### src/rtl/dmem_arb_pkg.sv
// Shared types and defaults for the data-memory arbiter slice.
package dmem_arb_pkg;

  typedef enum logic [1:0] {
    IDLE = 2'd0,
    OWN0 = 2'd1,
    OWN1 = 2'd2
  } arb_state_e;

  localparam int PORT_CORE = 0;
  localparam int PORT_DBG  = 1;

  localparam int DEF_DATA_W    = 32;
  localparam int DEF_DEPTH     = 32;
  localparam int DEF_BURST_MAX = 8;

endpackage

### src/rtl/dmem_arbiter_rr_arb2.sv
// Two-input round-robin winner select; the pointer remembers the last port
// that started a burst so the other one wins the next tie.
module rr_arb2 (
  input  logic       clk,
  input  logic       rst_n,
  input  logic [1:0] req,
  input  logic       update,
  output logic [1:0] gnt
);

  logic last_gnt;

  always_comb begin
    gnt = req;
    if (req == 2'b11) begin
      gnt = last_gnt ? 2'b01 : 2'b10;
    end
  end

  // Reset to "port 1 last" so port 0 takes the first tie.
  always_ff @(posedge clk or negedge rst_n) begin
    if (!rst_n) begin
      last_gnt <= 1'b1;
    end else if (update) begin
      last_gnt <= gnt[1];
    end
  end

endmodule

### src/rtl/dmem_arbiter.sv
// Shares the single-port data memory between the core LSU and the debug port,
// with locked bursts, a forced-release beat limit and registered responses.
module dmem_arbiter
  import dmem_arb_pkg::*;
#(
  parameter int DATA_W    = DEF_DATA_W,
  parameter int DEPTH     = DEF_DEPTH,
  parameter int BURST_MAX = DEF_BURST_MAX
) (
  input  logic              clk,
  input  logic              rst_n,
  input  logic              req_valid_0,
  output logic              req_ready_0,
  input  logic              req_we_0,
  input  logic [31:0]       req_addr_0,
  input  logic [DATA_W-1:0] req_wdata_0,
  input  logic              req_last_0,
  input  logic              req_valid_1,
  output logic              req_ready_1,
  input  logic              req_we_1,
  input  logic [31:0]       req_addr_1,
  input  logic [DATA_W-1:0] req_wdata_1,
  input  logic              req_last_1,
  output logic              rsp_valid_0,
  output logic [DATA_W-1:0] rsp_rdata_0,
  output logic              rsp_err_0,
  output logic              rsp_valid_1,
  output logic [DATA_W-1:0] rsp_rdata_1,
  output logic              rsp_err_1,
  output logic [31:0]       AddrB,
  output logic [DATA_W-1:0] DataWrite,
  output logic              MemRW,
  input  logic [DATA_W-1:0] DataB
);

  localparam int CNT_W = $clog2(BURST_MAX + 1);

  arb_state_e        state, state_next;
  logic [CNT_W-1:0]  beat_cnt, beat_cnt_next, beat_cnt_inc;
  logic [1:0]        valid, ready, acc, arb_gnt;
  logic              sel, any_acc, beat_end, burst_start, in_range, rd_ok;
  logic              sel_we, sel_last;
  logic [31:0]       sel_addr;
  logic [DATA_W-1:0] sel_wdata;

  assign valid = {req_valid_1, req_valid_0};

  rr_arb2 u_rr (
    .clk    (clk),
    .rst_n  (rst_n),
    .req    (valid),
    .update (burst_start),
    .gnt    (arb_gnt)
  );

  always_ff @(posedge clk or negedge rst_n) begin
    if (!rst_n) begin
      state    <= IDLE;
      beat_cnt <= '0;
    end else begin
      state    <= state_next;
      beat_cnt <= beat_cnt_next;
    end
  end

  // Ready is held low throughout reset, not just after the first edge.
  always_comb begin
    ready = 2'b00;
    if (rst_n) begin
      case (state)
        IDLE:    ready = arb_gnt;
        OWN0:    ready = 2'b01;
        OWN1:    ready = 2'b10;
        default: ready = 2'b00;
      endcase
    end
  end

  assign acc         = ready & valid;
  assign any_acc     = |acc;
  assign sel         = ready[PORT_DBG];
  assign burst_start = any_acc && (state == IDLE);

  always_comb begin
    sel_we    = req_we_0;
    sel_last  = req_last_0;
    sel_addr  = req_addr_0;
    sel_wdata = req_wdata_0;
    if (sel) begin
      sel_we    = req_we_1;
      sel_last  = req_last_1;
      sel_addr  = req_addr_1;
      sel_wdata = req_wdata_1;
    end
  end

  assign in_range     = sel_addr < 32'(DEPTH);
  assign rd_ok        = !sel_we && in_range;
  assign beat_cnt_inc = beat_cnt + CNT_W'(1);
  // The beat that reaches the limit closes the burst as if it carried last.
  assign beat_end     = any_acc && (sel_last || (beat_cnt_inc == CNT_W'(BURST_MAX)));

  always_comb begin
    state_next    = state;
    beat_cnt_next = beat_cnt;
    if (any_acc) begin
      beat_cnt_next = beat_end ? '0 : beat_cnt_inc;
    end
    case (state)
      IDLE: begin
        if (any_acc && !beat_end) begin
          state_next = sel ? OWN1 : OWN0;
        end
      end
      OWN0, OWN1: begin
        if (beat_end) begin
          state_next = IDLE;
        end
      end
      default: state_next = IDLE;
    endcase
  end

  assign req_ready_0 = ready[PORT_CORE];
  assign req_ready_1 = ready[PORT_DBG];
  assign AddrB       = any_acc ? sel_addr : 32'd0;
  assign DataWrite   = any_acc ? sel_wdata : '0;
  assign MemRW       = any_acc && sel_we && in_range;

  always_ff @(posedge clk or negedge rst_n) begin
    if (!rst_n) begin
      rsp_valid_0 <= 1'b0;
      rsp_rdata_0 <= '0;
      rsp_err_0   <= 1'b0;
      rsp_valid_1 <= 1'b0;
      rsp_rdata_1 <= '0;
      rsp_err_1   <= 1'b0;
    end else begin
      rsp_valid_0 <= acc[PORT_CORE];
      rsp_err_0   <= acc[PORT_CORE] && !in_range;
      rsp_rdata_0 <= (acc[PORT_CORE] && rd_ok) ? DataB : '0;
      rsp_valid_1 <= acc[PORT_DBG];
      rsp_err_1   <= acc[PORT_DBG] && !in_range;
      rsp_rdata_1 <= (acc[PORT_DBG] && rd_ok) ? DataB : '0;
    end
  end

endmodule
### config.mk
export PLATFORM = sky130hd
export DESIGN_NAME = dmem_arbiter
export DESIGN_NICKNAME = d
export VERILOG_FILES = /design/src/rtl/dmem_arb_pkg.sv /design/src/rtl/dmem_arbiter_rr_arb2.sv /design/src/rtl/dmem_arbiter.sv
export SDC_FILE = /design/constraint.sdc
export NUM_CORES = 1
export LEC_CHECK = 0
export ABC_AREA = 1
export CAP_MARGIN = 20
export CORE_AREA = 2 2 116 118
export DETAILED_ROUTE_END_ITERATION = 12
export DIE_AREA = 0 0 118 120
export PLACE_DENSITY = 0.76
export SLEW_MARGIN = 25
export SYNTH_ARGS = -nofsm -noshare
export SYNTH_HDL_FRONTEND = slang
export SYNTH_HIERARCHICAL = 1
export SYNTH_SLANG_ARGS = --single-unit
### constraint.sdc
create_clock -name clk -period 7 [get_ports clk]
set_input_delay 1.05 -clock clk [delete_from_list [all_inputs] [get_ports clk]]
set_output_delay 1.05 -clock clk [all_outputs]
set_load 0.02 [all_outputs]
## Word-level counts from Yosys, hierarchy flattened

Cells that the tools add are included.

| cells by class | value |
|---|---|
| $add $sub $neg | 1 |
| order comparisons | 1 |
| equality and inequality tests | 6 |
| muxes and demuxes | 17 |
| bitwise operators | 1 |
| reduce and logical (&&, ||, !) cells | 18 |

Operators by type and width:

| kind | count |
|---|---|
| two-way mux 32 bit | 6 |
| less-than comparator 32 x 6 -> 1 bit, second input constant | 1 |
| two-way mux 2 bit | 6 |
| logical AND 1 bit | 10 |
| one-hot mux 2 bit (3 select lines) | 1 |
| adder 4 x 1 -> 4 bit, second input constant | 1 |
| == test 2 bit, second input constant | 2 |
| == test 4 bit, second input constant | 1 |
| two-way mux 4 bit | 1 |
| one-hot mux 2 bit (2 select lines) | 1 |
| OR reduction 2 bit | 2 |
| logical NOT 1 bit | 3 |
| AND 2 bit | 1 |
| == test 2 x 1 -> 1 bit, second input constant | 1 |
| logical NOT 2 bit | 1 |
| two-way mux 1 bit | 2 |
| inequality test 2 x 1 -> 1 bit, second input constant | 1 |
| inequality test 2 bit, second input constant | 1 |
| AND reduction 2 bit | 1 |
| logical OR 1 bit | 1 |

| word-level totals | value |
|---|---|
| flip-flop bits (word level) | 75 |
| bits of input ports | 168 |
| output and inout port bits | 135 |
| logic and storage cells | 53 |

## Logic depth before layout (Yosys ltp)

Gate-level depths: netlist of run 1.

| depth | value |
|---|---|
| depth in word-level cells | 11 |
| gate-level depth with buffers | 16 |
| depth with buffers taken out | 14 |

## Modules after synthesis

Netlist of run 1, hierarchy kept.

Modules (own cells, without submodules):

| module | instances | cells each | area each (um2) | sequential area each (um2) |
|---|---|---|---|---|
| dmem_arbiter | 1 | 617 | 4237.8 | 1851.8 |
| rr_arb2 | 1 | 9 | 63.8 | 26.3 |

## Least setup slack after synthesis of run 1

OpenSTA, ideal clock, no wires.

| path | value |
|---|---|
| path kind | input-to-output |
| from | in req_valid_0 |
| to | out MemRW |
| arrival time | 2.740 ns |
| data required time | 5.950 ns |
| path slack | 3.210 ns |
| cell stages on the path | 14 |
| path buffers | 2 |
| cell sequence | nand2_1 and2_1 nand2_2 nand2_4 nand2_2 buf_6 buf_6 o21ai_1 nand2_1 nor2_2 nand2_2 nor2_4 nand2_1 nor3_1 |

| on the way | value |
|---|---|
| word-level cells in the longest chain between the ends | 8 |
| elaborated cells on any way between the ends | 11 |
| classes of those cells | order compare (1); eq/ne (1); mux (5); bitwise (1); reduce/logical (3) |

RTL lines:

| item | line | text |
|---|---|---|
| start, declared | dmem_arbiter.sv:12 | `input logic req_valid_0,` |
| == test 2 bit (*) | dmem_arbiter_rr_arb2.sv:15 | `if (req == 2'b11) begin` |
| two-way mux 2 bit (*) | dmem_arbiter_rr_arb2.sv:15 |  |
| via arb_gnt[1] | dmem_arbiter.sv:40 | `logic [1:0] valid, ready, acc, arb_gnt;` |
| one-hot mux 2 bit (3 select lines) (*) | dmem_arbiter.sv:70 | `case (state)` |
| two-way mux 2 bit (*) | dmem_arbiter.sv:69 | `if (rst_n) begin` |
| branches (longest 3 deep; another with less-than comparator 32 x 6 -> 1 bit) | n/a |  |
| logical AND 1 bit (*) | dmem_arbiter.sv:128 | `assign MemRW = any_acc && sel_we && in_range;` |
| end, declared | dmem_arbiter.sv:32 | `output logic MemRW,` |

Mark *: on every way through the listed nets, which the timed path passes.

## Worst setup path in the final report of run 1

Same ends and word-level chain as after synthesis.

==> results.rst, run 1 <==
.. list-table::
   :header-rows: 1

   * - Metric
     - Value
   * - Worst min-delay path startpoint
     - u_rr/last_gnt
   * - Clock tree root driver cell
     - sky130_fd_sc_hd__clkbuf_16
   * - Endpoint type of the worst setup path
     - output pin
   * - Total CTS buffers
     - 9
   * - Largest net degree at the start of global routing
     - 76
   * - Logic depth of the worst register-to-register path
     - 9
   * - Count of max-cap constraint violations
     - 0
   * - Number of failing setup endpoints in the final timing report
     - 0
   * - TritonCTS clock tree
     - done
   * - Required arrival time at the worst endpoint
     - 5.95 ns
   * - Routed length per instance
     - 13.0 um
   * - Worst hold stages
     - 2
   * - Hold Violations, Final
     - 0
   * - Gate Count Post-Synth
     - 626
   * - Number of vias in the routed layout
     - 4692
   * - Number of ports placed on the die boundary
     - 303
   * - Sequential element share of the synthesized area
     - 43.7%
   * - Relative slew slack
     - 39.1%
   * - Net total in the final layout
     - 1085
   * - Setup repair bufs after CTS
     - 0
   * - Port-buffer cells
     - 302
   * - Unrepaired setup endpoints after global routing
     - false
   * - Worst reg-to-reg setup slack
     - 3.26 ns
   * - Core region area
     - 13000 um^2
   * - Min Tclk post-route
     - 5.64 ns
   * - Height of the die
     - 120 um
   * - Critical-path top delay cell
     - sky130_fd_sc_hd__clkdlybuf4s50_1
   * - Endpoint of the worst hold-timing path
     - u_rr/last_gnt
   * - Remaining global-route overflow
     - 0
   * - Standard-cell rows
     - 42
   * - Global router's overall resource usage
     - 20.0%
   * - Number of antenna violations at the first check in global routing
     - 0
   * - Peak Freq
     - 177 MHz
   * - Critical Setup Path Class
     - in -> out
   * - List of cells traversed by the critical path
     - clkdlybuf4s50_1, nand2_1, and2_1, nand2_2, nand2_4, nand2_2, buf_4, nand2_1, nand2_1, nand2_1, nor2_1, nand2_1, nor2_4, nand2_1, nor3_1, clkdlybuf4s50_1
   * - Setup crit start kind
     - input pin
   * - Slew at the pin with the worst max-slew slack
     - 0.914 ns
   * - Share of flip-flops with an asynchronous set or reset
     - 100%
   * - Fin area
     - 7700 um^2
   * - Source-to-sink clock delay at the later pin of the worst-skew pair
     - 0.33 ns
   * - Final antenna-violating net count
     - 0
   * - Total inserted antenna cells
     - 0
   * - Worst path bufs/invs
     - 3
   * - Most numerous cell on the critical path
     - sky130_fd_sc_hd__nand2_1
   * - Library cell occupying the most area in the post-synthesis netlist
     - sky130_fd_sc_hd__dfrtp_1
   * - Crit Reg-Reg Startpoint
     - state[1]
   * - Final Cycle Share
     - 80.5%
   * - Number of clock sinks
     - 75
   * - Area Growth Syn to Fin
     - 78.9%
   * - Clock transition at the registers of the reported paths
     - 0.05 ns
   * - Net Count, Synth
     - 796
   * - Most frequent cells in the layout
     - sky130_fd_sc_hd__clkdlybuf4s50_1 (301), sky130_fd_sc_hd__nand2_1 (231), sky130_fd_sc_hd__inv_1 (133)
   * - Routed vias/inst
     - 4.28
   * - Hold buffers post-CTS
     - 0
   * - Number of DRC violations after detailed-routing iteration 0
     - 247
   * - Flop and latch count out of synthesis
     - 75
   * - # H-tree levels
     - 3
   * - Die outline width
     - 118 um
   * - Outcome
     - complete, no violations
   * - Clock Skews
     - 0.00656 ns
   * - Top post-synthesis cells by area
     - sky130_fd_sc_hd__dfrtp_1 (43%), sky130_fd_sc_hd__nand2_1 (20%), sky130_fd_sc_hd__inv_1 (12%), sky130_fd_sc_hd__nor2_1 (6.5%), sky130_fd_sc_hd__nand3b_1 (3.0%)
   * - Share of the synthesized area in the top cell type
     - 43.0%
   * - Max Transition Viols Final
     - 0
   * - Number of warnings printed during yosys synthesis
     - 6
   * - Number of global-route vias before repair
     - 4491
   * - Remaining design rule violation count
     - 0
   * - Fin Setup TNS
     - 0 ns
   * - Power density of the placed cells
     - 211 nW/um^2
   * - Routability cong.
     - 0.889
   * - Worst vdd rail ir drop
     - 0.000178 V
   * - Mapped cell area
     - 4300 um^2
   * - Leakage dissipation
     - 4.23 nW
   * - Initial core utilization
     - 33.1%
   * - Data arrival, critical path
     - 4.59 ns
   * - Crit path max fanout
     - 42
   * - Maximum number of buffers from clock root to sink
     - 2
   * - TritonRoute pass-1 iters
     - 4
   * - Mean post-synth cell area
     - 6.87 um^2
   * - Distinct cell type count after synthesis
     - 33
   * - Placed inst area
     - 7380 um^2
   * - Die area
     - 14200 um^2
   * - Cell type group with the largest total delay on the critical path
     - simple AND/OR/NAND/NOR gates
   * - Class of the most critical hold timing path
     - reg -> reg
   * - Flip-flop cell with the highest count after synthesis
     - sky130_fd_sc_hd__dfrtp_1
   * - PostCTS Resize Cnt
     - 0
   * - Cell count along the critical path
     - 16
   * - Fraction of final layout cells sized beyond drive strength 1
     - 5.22%
   * - Most frequent standard cell in the layout excluding fill and tap cells
     - sky130_fd_sc_hd__clkdlybuf4s50_1
   * - Wire length of the first global-routing pass
     - 22500 um
   * - Final WL
     - 14200 um
   * - Delay of the slowest cell on the worst path
     - 0.67 ns
   * - R2R Path End
     - rsp_rdata_0[14]
   * - Count of flip-flops with a built-in enable after synthesis
     - 0
   * - Detailed placement HPWL
     - 11100 um
cells by family after synthesis:
group	after synthesis	share of synthesized area [%]
and+or+nand+nor	366	36.3
buffers and inverters	164	16.2
DFF	75	43.7
AOI/OAI and AO/OA	17	2.70
adders and majority gates	2	0.582
xor gates and xnor gates	1	0.204
muxes	1	0.320
how the worst max path moves through the flow:
stage / startpoint / endpoint / slack [ns]
detailed placement: req_valid_0 / MemRW / 1.31
global route: rst_n / AddrB[5] / 0.99
CTS: req_valid_0 / MemRW / 1.31
floorplan: req_valid_0 / MemRW / 3.21
finish: req_valid_0 / MemRW / 1.36
global placement: req_valid_0 / MemRW / 1.34
cells in the mapped netlist, types with 2 or more instances:
cell and number:
sky130_fd_sc_hd__nand2_2 3, sky130_fd_sc_hd__nand4_4 2, sky130_fd_sc_hd__ha_1 2, sky130_fd_sc_hd__inv_2 2, sky130_fd_sc_hd__nand3_1 24, sky130_fd_sc_hd__nor2_4 2
sky130_fd_sc_hd__nand3b_1 17, sky130_fd_sc_hd__o21ai_1 3, sky130_fd_sc_hd__nor2_1 74, sky130_fd_sc_hd__o21ai_2 4, sky130_fd_sc_hd__buf_2 6, sky130_fd_sc_hd__clkbuf_1 11
sky130_fd_sc_hd__nand2_1 232, sky130_fd_sc_hd__inv_1 133, sky130_fd_sc_hd__o21ai_0 5, sky130_fd_sc_hd__buf_6 10, sky130_fd_sc_hd__dfrtp_1 74, sky130_fd_sc_hd__or2_2 7
area by class of cell:
type,count,area (um^2)
Fill cell,1210,5280
Timing Repair Buffer,306,3050
Sequential cell,75,1880
Multi-Input combinational cell,387,1730
Inverter,136,510
Clock buffer,11,253
Tap cell,176,220
Clock inverter,5,60.1
per-layer routing:
| layer | wire, um | part of all wire [%] | GRT usage, % | vias up |
|---|---|---|---|---|
| li1 | - | - | - | 2378 |
| met1 | 5530 | 39 | 22.3 | 2088 |
| met2 | 7150 | 50 | 35.6 | 200 |
| met3 | 1190 | 8.4 | 7.18 | 26 |
| met4 | 320 | 2.3 | 6.33 | 0 |
| met5 | 0 | 0 | 0 | - |
registers in the layout, indices dropped and copies added (netlist names):
register,count
rsp_rdata_1,32
rsp_valid_0,1
rsp_err_0,1
state,2
beat_cnt,4
rsp_valid_1,1
u_rr/last_gnt,1
rsp_err_1,1
rsp_rdata_0,32
where the power goes:
group          internal, mW  switching [mW]
clock network         0.296           0.171
logic                 0.305           0.385
registers             0.455          0.0147
total                  1.06           0.571
per-stage QoR:
stage	power [mW]	hold WS [ns]	cells	setup slack, ns	utilization, %
after floorplan	0.869	0.454	626	3.21	-
after global placement	1.17	0.466	1080	1.34	56.9
after detailed placement	1.17	0.467	1080	1.31	56.9
after CTS	1.65	0.477	1096	1.31	59.3
after global routing	1.74	0.498	1096	0.993	59.3
final	1.63	0.474	1096	1.36	59.3
worst min-delay path, delay by kind of cell, from the launching register on:
| family | cells | cell delay (ns) |
|---|---|---|
| flops | 1 | 0.37 |
| simple gates | 2 | 0.10 |
(Power assumes the default switching activity.)
==> run 2: changes to the inputs <==
- CORE_AREA: 2 2 116 118 -> default
- CORE_UTILIZATION: default -> 32
- DIE_AREA: 0 0 118 120 -> default
- PLACE_DENSITY: 0.76 -> 0.77
- clock period: 7 -> 5.1 ns (I/O delays scaled with it)
==> results.rst, run 2 (synthesized netlist as in run 1, its figures left out) <==
.. list-table::
   :header-rows: 1

   * - Metric
     - Value
   * - Outcome
     - complete, no violations
   * - Number of DRC violations after detailed-routing iteration 0
     - 136
   * - Largest net degree at the start of global routing
     - 76
   * - Non-filler cells in the finished layout
     - 1094
   * - Clock Skews
     - 0.00464 ns
   * - Fin Setup TNS
     - 0 ns
   * - Maximum number of buffers from clock root to sink
     - 2
   * - List of cells traversed by the critical path
     - clkdlybuf4s50_1, nand2_1, and2_1, nand2_2, nand2_4, nand2_2, buf_4, nand2_1, nand2_1, nand2_1, nor2_1, nand2_1, nor2_4, nand2_1, nor3_1, clkdlybuf4s50_1
   * - Total CTS buffers
     - 9
   * - Number of clock sinks
     - 75
   * - Clock transition at the registers of the reported paths
     - 0.05 ns
   * - Core region area
     - 12900 um^2
   * - Min Tclk post-route
     - 4.55 ns
   * - Initial core utilization
     - 33.4%
   * - Placed Instances
     - 1078
   * - Die outline width
     - 118 um
   * - GRT busiest layer
     - met2
   * - Worst vdd rail ir drop
     - 0.000175 V
   * - Hold Violations, Final
     - 0
   * - Most numerous cell on the critical path
     - sky130_fd_sc_hd__nand2_1
   * - Setup crit start kind
     - input pin
   * - Final Cycle Share
     - 89.3%
   * - Final Power
     - 2.26 mW
   * - Class of the most critical hold timing path
     - reg -> reg
   * - Area Growth Syn to Fin
     - 79.9%
   * - Data arrival, critical path
     - 3.79 ns
   * - Placed inst area
     - 7420 um^2
   * - TritonCTS clock tree
     - done
   * - Detailed placement HPWL
     - 10900 um
   * - WHS
     - 0.474 ns
   * - Leakage dissipation
     - 4.24 nW
   * - GRT met2 Usage
     - 36.6%
   * - Slew at the pin with the worst max-slew slack
     - 0.874 ns
   * - Crit path max fanout
     - 41
   * - Met3 capacity usage during global routing
     - 5.33%
   * - Unrepaired setup endpoints after global routing
     - false
   * - Number of failing setup endpoints in the final timing report
     - 0
   * - Wire length of the first global-routing pass
     - 22200 um
   * - Remaining design rule violation count
     - 0
   * - Number of ports placed on the die boundary
     - 303
   * - Peak Freq
     - 220 MHz
   * - PnR worst setup slack
     - 0.546 ns
   * - Cell type group with the largest total delay on the critical path
     - buffers and inverters
   * - Most frequent standard cell in the layout excluding fill and tap cells
     - sky130_fd_sc_hd__clkdlybuf4s50_1
   * - Required arrival time at the worst endpoint
     - 4.34 ns
   * - Endpoint type of the worst setup path
     - output pin
   * - Count of max-cap constraint violations
     - 0
   * - PostCTS Resize Cnt
     - 0
   * - Final WL
     - 13800 um
   * - Clock tree root driver cell
     - sky130_fd_sc_hd__clkbuf_16
   * - Most frequent cells in the layout
     - sky130_fd_sc_hd__clkdlybuf4s50_1 (301), sky130_fd_sc_hd__nand2_1 (231), sky130_fd_sc_hd__inv_1 (133)
   * - Port-buffer cells
     - 302
   * - Worst path bufs/invs
     - 3
   * - # H-tree levels
     - 3
   * - Setup repair bufs after CTS
     - 0
   * - Standard-cell rows
     - 41
   * - TritonRoute pass-1 iters
     - 5
   * - Fraction of final layout cells sized beyond drive strength 1
     - 5.31%
   * - Number of global-route vias before repair
     - 4562
   * - Relative slew slack
     - 41.7%
   * - Number of vias in the routed layout
     - 4681
   * - Fin area
     - 7740 um^2
   * - Final antenna-violating net count
     - 0
   * - Number of antenna violations at the first check in global routing
     - 0
   * - Remaining global-route overflow
     - 0
   * - Registers with the most flip-flops
     - rsp_rdata_0 (32), rsp_rdata_1 (32), beat_cnt (4)
   * - GR met1 Demand/Resource
     - 22.3%
   * - Global router's overall resource usage
     - 20.2%
   * - Routability cong.
     - 0.827
   * - Routed vias/inst
     - 4.28
   * - Critical Setup Path Class
     - in -> out
   * - Final standard cell utilization of the core
     - 60.1%
   * - Critical-path top delay cell
     - sky130_fd_sc_hd__clkdlybuf4s50_1
   * - Routed length per instance
     - 12.6 um
   * - Delay of the slowest cell on the worst path
     - 0.65 ns
   * - Hold buffers post-CTS
     - 0
   * - Source-to-sink clock delay at the later pin of the worst-skew pair
     - 0.32 ns
   * - Setup WS pre-CTS
     - 0.502 ns
   * - Net total in the final layout
     - 1087
   * - Power density of the placed cells
     - 292 nW/um^2
   * - Max Transition Viols Final
     - 0
   * - Height of the die
     - 118 um
   * - Die area
     - 13900 um^2
   * - Total inserted antenna cells
     - 0
## run 2: worst register-to-register path: stages, from the launching register on
cell and delay, ns:
sky130_fd_sc_hd__dfrtp_1 0.39, sky130_fd_sc_hd__inv_1 0.06, sky130_fd_sc_hd__ha_1 0.26, sky130_fd_sc_hd__nand2_2 0.11, sky130_fd_sc_hd__nand2_4 0.14, sky130_fd_sc_hd__nand2_2 0.20
sky130_fd_sc_hd__buf_4 0.37, sky130_fd_sc_hd__nand2_1 0.13, sky130_fd_sc_hd__nand2_1 0.09, sky130_fd_sc_hd__nand2_1 0.05, sky130_fd_sc_hd__nor2_1 0.10, sky130_fd_sc_hd__nand2_1 0.09
sky130_fd_sc_hd__nor2_4 0.18, sky130_fd_sc_hd__nand4_4 0.43, sky130_fd_sc_hd__nor2_1 0.28
## run 2: final cells by class
class | instances | area, um^2
fill | 1163 | 5140
timing repair buffer | 308 | 3090
sequential | 75 | 1880
multi-input combinational | 387 | 1730
inverter | 136 | 510
clock buffer | 10 | 229
tap | 172 | 215
clock inverter | 6 | 88.8
## run 2: worst paths after layout
path                               start  cells after the start  slack [ns]              end
setup / recovery             req_valid_0                     16        0.55            MemRW
hold / removal             u_rr/last_gnt                      2        0.47    u_rr/last_gnt
setup reg to reg                state[0]                     14        2.13  rsp_rdata_0[29]
hold reg to reg            u_rr/last_gnt                      2        0.47    u_rr/last_gnt
max in group asynchronous          rst_n                      2        3.86  rsp_rdata_1[18]
min in group asynchronous          rst_n                      2        0.68  rsp_rdata_1[26]
## run 2: layer usage
layer  up-vias  wire, um
li1       2374         -
met1      2074      5340
met2       205      7020
met3        28      1000
met4         0       411
met5         -         0
## run 2: report_power, final
group	internal, mW	switching, mW
registers	0.625	0.0215
clock network	0.429	0.226
logic	0.431	0.531
==> run 3: changes to the inputs <==
--- a/config.mk
+++ b/config.mk
@@ -9,5 +9,6 @@
 export CAP_MARGIN = 20
-export CORE_UTILIZATION = 32
+export CORE_AREA = 2 2 116 118
 export DETAILED_ROUTE_END_ITERATION = 12
-export PLACE_DENSITY = 0.77
+export DIE_AREA = 0 0 118 120
+export PLACE_DENSITY = 0.76
 export SLEW_MARGIN = 25
==> constraint.sdc (replaced) <==
create_clock -name clk -period 5.8 [get_ports clk]
set_input_delay 1.16 -clock clk [delete_from_list [all_inputs] [get_ports clk]]
set_output_delay 1.16 -clock clk [all_outputs]
set_load 0.02 [all_outputs]
==> results.rst, run 3 (synthesized netlist as in run 1, its figures left out) <==
.. list-table::
   :header-rows: 1

   * - Metric
     - Value
   * - Hold Violations, Final
     - 0
   * - Setup crit start kind
     - input pin
   * - Unrepaired setup endpoints after global routing
     - false
   * - Number of vias in the routed layout
     - 4691
   * - Worst vdd rail ir drop
     - 0.000147 V
   * - Fin Setup TNS
     - 0 ns
   * - Peak Freq
     - 188 MHz
   * - Most frequent standard cell in the layout excluding fill and tap cells
     - sky130_fd_sc_hd__clkdlybuf4s50_1
   * - Number of antenna violations at the first check in global routing
     - 0
   * - Remaining design rule violation count
     - 0
   * - Count of max-cap constraint violations
     - 0
   * - Most numerous cell on the critical path
     - sky130_fd_sc_hd__nand2_2
   * - Final WL
     - 14400 um
   * - Placed inst area
     - 7430 um^2
   * - Min Tclk post-route
     - 5.32 ns
   * - Area Growth Syn to Fin
     - 79.3%
   * - Standard-cell rows
     - 42
   * - Clk network pwr share
     - 26.6%
   * - Total CTS buffers
     - 9
   * - Critical-path top delay cell
     - sky130_fd_sc_hd__clkdlybuf4s50_1
   * - Worst reg-to-reg setup slack
     - 2.80 ns
   * - Die outline width
     - 118 um
   * - Die area
     - 14200 um^2
   * - Remaining global-route overflow
     - 0
   * - Clock tree root driver cell
     - sky130_fd_sc_hd__clkbuf_16
   * - Leakage dissipation
     - 4.23 nW
   * - Placed Instances
     - 1085
   * - Largest net degree at the start of global routing
     - 76
   * - Worst path bufs/invs
     - 5
   * - Number of clock sinks
     - 75
   * - Share of power burned in combinational logic
     - 44.0%
   * - Number of ports placed on the die boundary
     - 303
   * - Hold buffers post-CTS
     - 0
   * - Core region area
     - 13000 um^2
   * - Maximum number of buffers from clock root to sink
     - 2
   * - PostCTS Resize Cnt
     - 0
   * - Cell-internal power
     - 1.23 mW
   * - Critical Setup Path Class
     - in -> out
   * - Fraction of final layout cells sized beyond drive strength 1
     - 5.62%
   * - Power density of the placed cells
     - 250 nW/um^2
   * - Max Transition Viols Final
     - 0
   * - Clock transition at the registers of the reported paths
     - 0.05 ns
   * - Crit path max fanout
     - 19
   * - Relative slew slack
     - 40.2%
   * - Class of the most critical hold timing path
     - reg -> reg
   * - Sequential share of power
     - 29.4%
   * - Routed vias/inst
     - 4.26
   * - Net total in the final layout
     - 1090
   * - Detailed placement HPWL
     - 11600 um
   * - Required arrival time at the worst endpoint
     - 4.64 ns
   * - Routed length per instance
     - 13.1 um
   * - Setup WS pre-CTS
     - 0.434 ns
   * - Data arrival, critical path
     - 4.16 ns
   * - TritonRoute pass-1 iters
     - 4
   * - Non-filler cells in the finished layout
     - 1101
   * - Initial core utilization
     - 33.1%
   * - Final antenna-violating net count
     - 0
   * - # H-tree levels
     - 3
   * - Fraction of power spent switching nets
     - 36.1%
   * - Total inserted antenna cells
     - 0
   * - Routability cong.
     - 0.834
   * - Delay of the slowest cell on the worst path
     - 0.60 ns
   * - Registers with the most flip-flops
     - rsp_rdata_0 (32), rsp_rdata_1 (32), beat_cnt (4)
   * - Global router's overall resource usage
     - 20.5%
   * - Final standard cell utilization of the core
     - 59.4%
   * - Final Cycle Share
     - 91.6%
   * - TritonCTS clock tree
     - done
   * - List of cells traversed by the critical path
     - clkdlybuf4s50_1, and2_1, nand2_2, nand2_4, nand2_2, inv_2, nand2_1, nand2_2, inv_1, or2_2, inv_1, clkdlybuf4s50_1
   * - Number of DRC violations after detailed-routing iteration 0
     - 222
   * - Number of failing setup endpoints in the final timing report
     - 0
   * - Clock Skews
     - 0.00411 ns
   * - Outcome
     - complete, no violations
   * - Most frequent cells in the layout
     - sky130_fd_sc_hd__clkdlybuf4s50_1 (301), sky130_fd_sc_hd__nand2_1 (231), sky130_fd_sc_hd__inv_1 (133)
   * - PnR worst setup slack
     - 0.484 ns
   * - Wire length of the first global-routing pass
     - 23100 um
   * - P_sw
     - 0.697 mW
   * - Number of global-route vias before repair
     - 4701
   * - Slew at the pin with the worst max-slew slack
     - 0.897 ns
   * - Port-buffer cells
     - 302
   * - Cell type group with the largest total delay on the critical path
     - buffers and inverters
   * - Endpoint type of the worst setup path
     - output pin
   * - Fin area
     - 7710 um^2
   * - Source-to-sink clock delay at the later pin of the worst-skew pair
     - 0.33 ns
   * - Height of the die
     - 120 um
   * - Setup repair bufs after CTS
     - 0
## run 3: layer usage
metal / up-vias / global-route usage [%] / routed length, um
li1: 2383 / - / -
met1: 2081 / 22.6 / 5510
met2: 204 / 37.9 / 7470
met3: 23 / 5.56 / 1120
met4: 0 / 6.85 / 318
met5: - / 0 / 0
## run 3: area by class of cell
class / count / area, um^2
clock buffers: 11 / 243
clock inverters: 5 / 37.5
fillers: 1227 / 5270
inverters: 136 / 510
multi-input cells: 387 / 1730
flip-flops and latches: 75 / 1880
well taps: 176 / 220
repair buffers: 311 / 3100
## run 3: path summary, 6_finish.rpt
kind	from	endpoint	depth (start not counted)
setup / recovery	req_valid_1	AddrB[5]	12
hold / removal	u_rr/last_gnt	u_rr/last_gnt	2
setup reg to reg	state[1]	rsp_rdata_0[14]	13
hold reg to reg	u_rr/last_gnt	u_rr/last_gnt	2
max in group asynchronous	rst_n	rsp_rdata_0[24]	2
min in group asynchronous	rst_n	rsp_rdata_1[1]	2
## run 3: power groups by stage
stage               Sequential, mW  Combinational (mW)  Clock, mW
detailed placement           0.577               0.855          0
global route                 0.571               0.938      0.553
floorplan                    0.580               0.468          0
finish                       0.568               0.849      0.513
global placement             0.576               0.852          0
CTS                          0.567               0.860      0.522
## run 3: per-stage QoR
step,power [mW],hold WS (ns)
2_1_floorplan,1.05,0.454
3_3_place_gp,1.43,0.466
3_5_place_dp,1.43,0.475
4_1_cts,1.95,0.483
5_1_grt,2.06,0.512
6_report,1.93,0.479
## run 3: worst min-delay path, delay by kind of cell, from the launching register on
family           cells  cell delay, ns
flip-flops           1            0.37
AND/OR/NAND/NOR      2            0.11
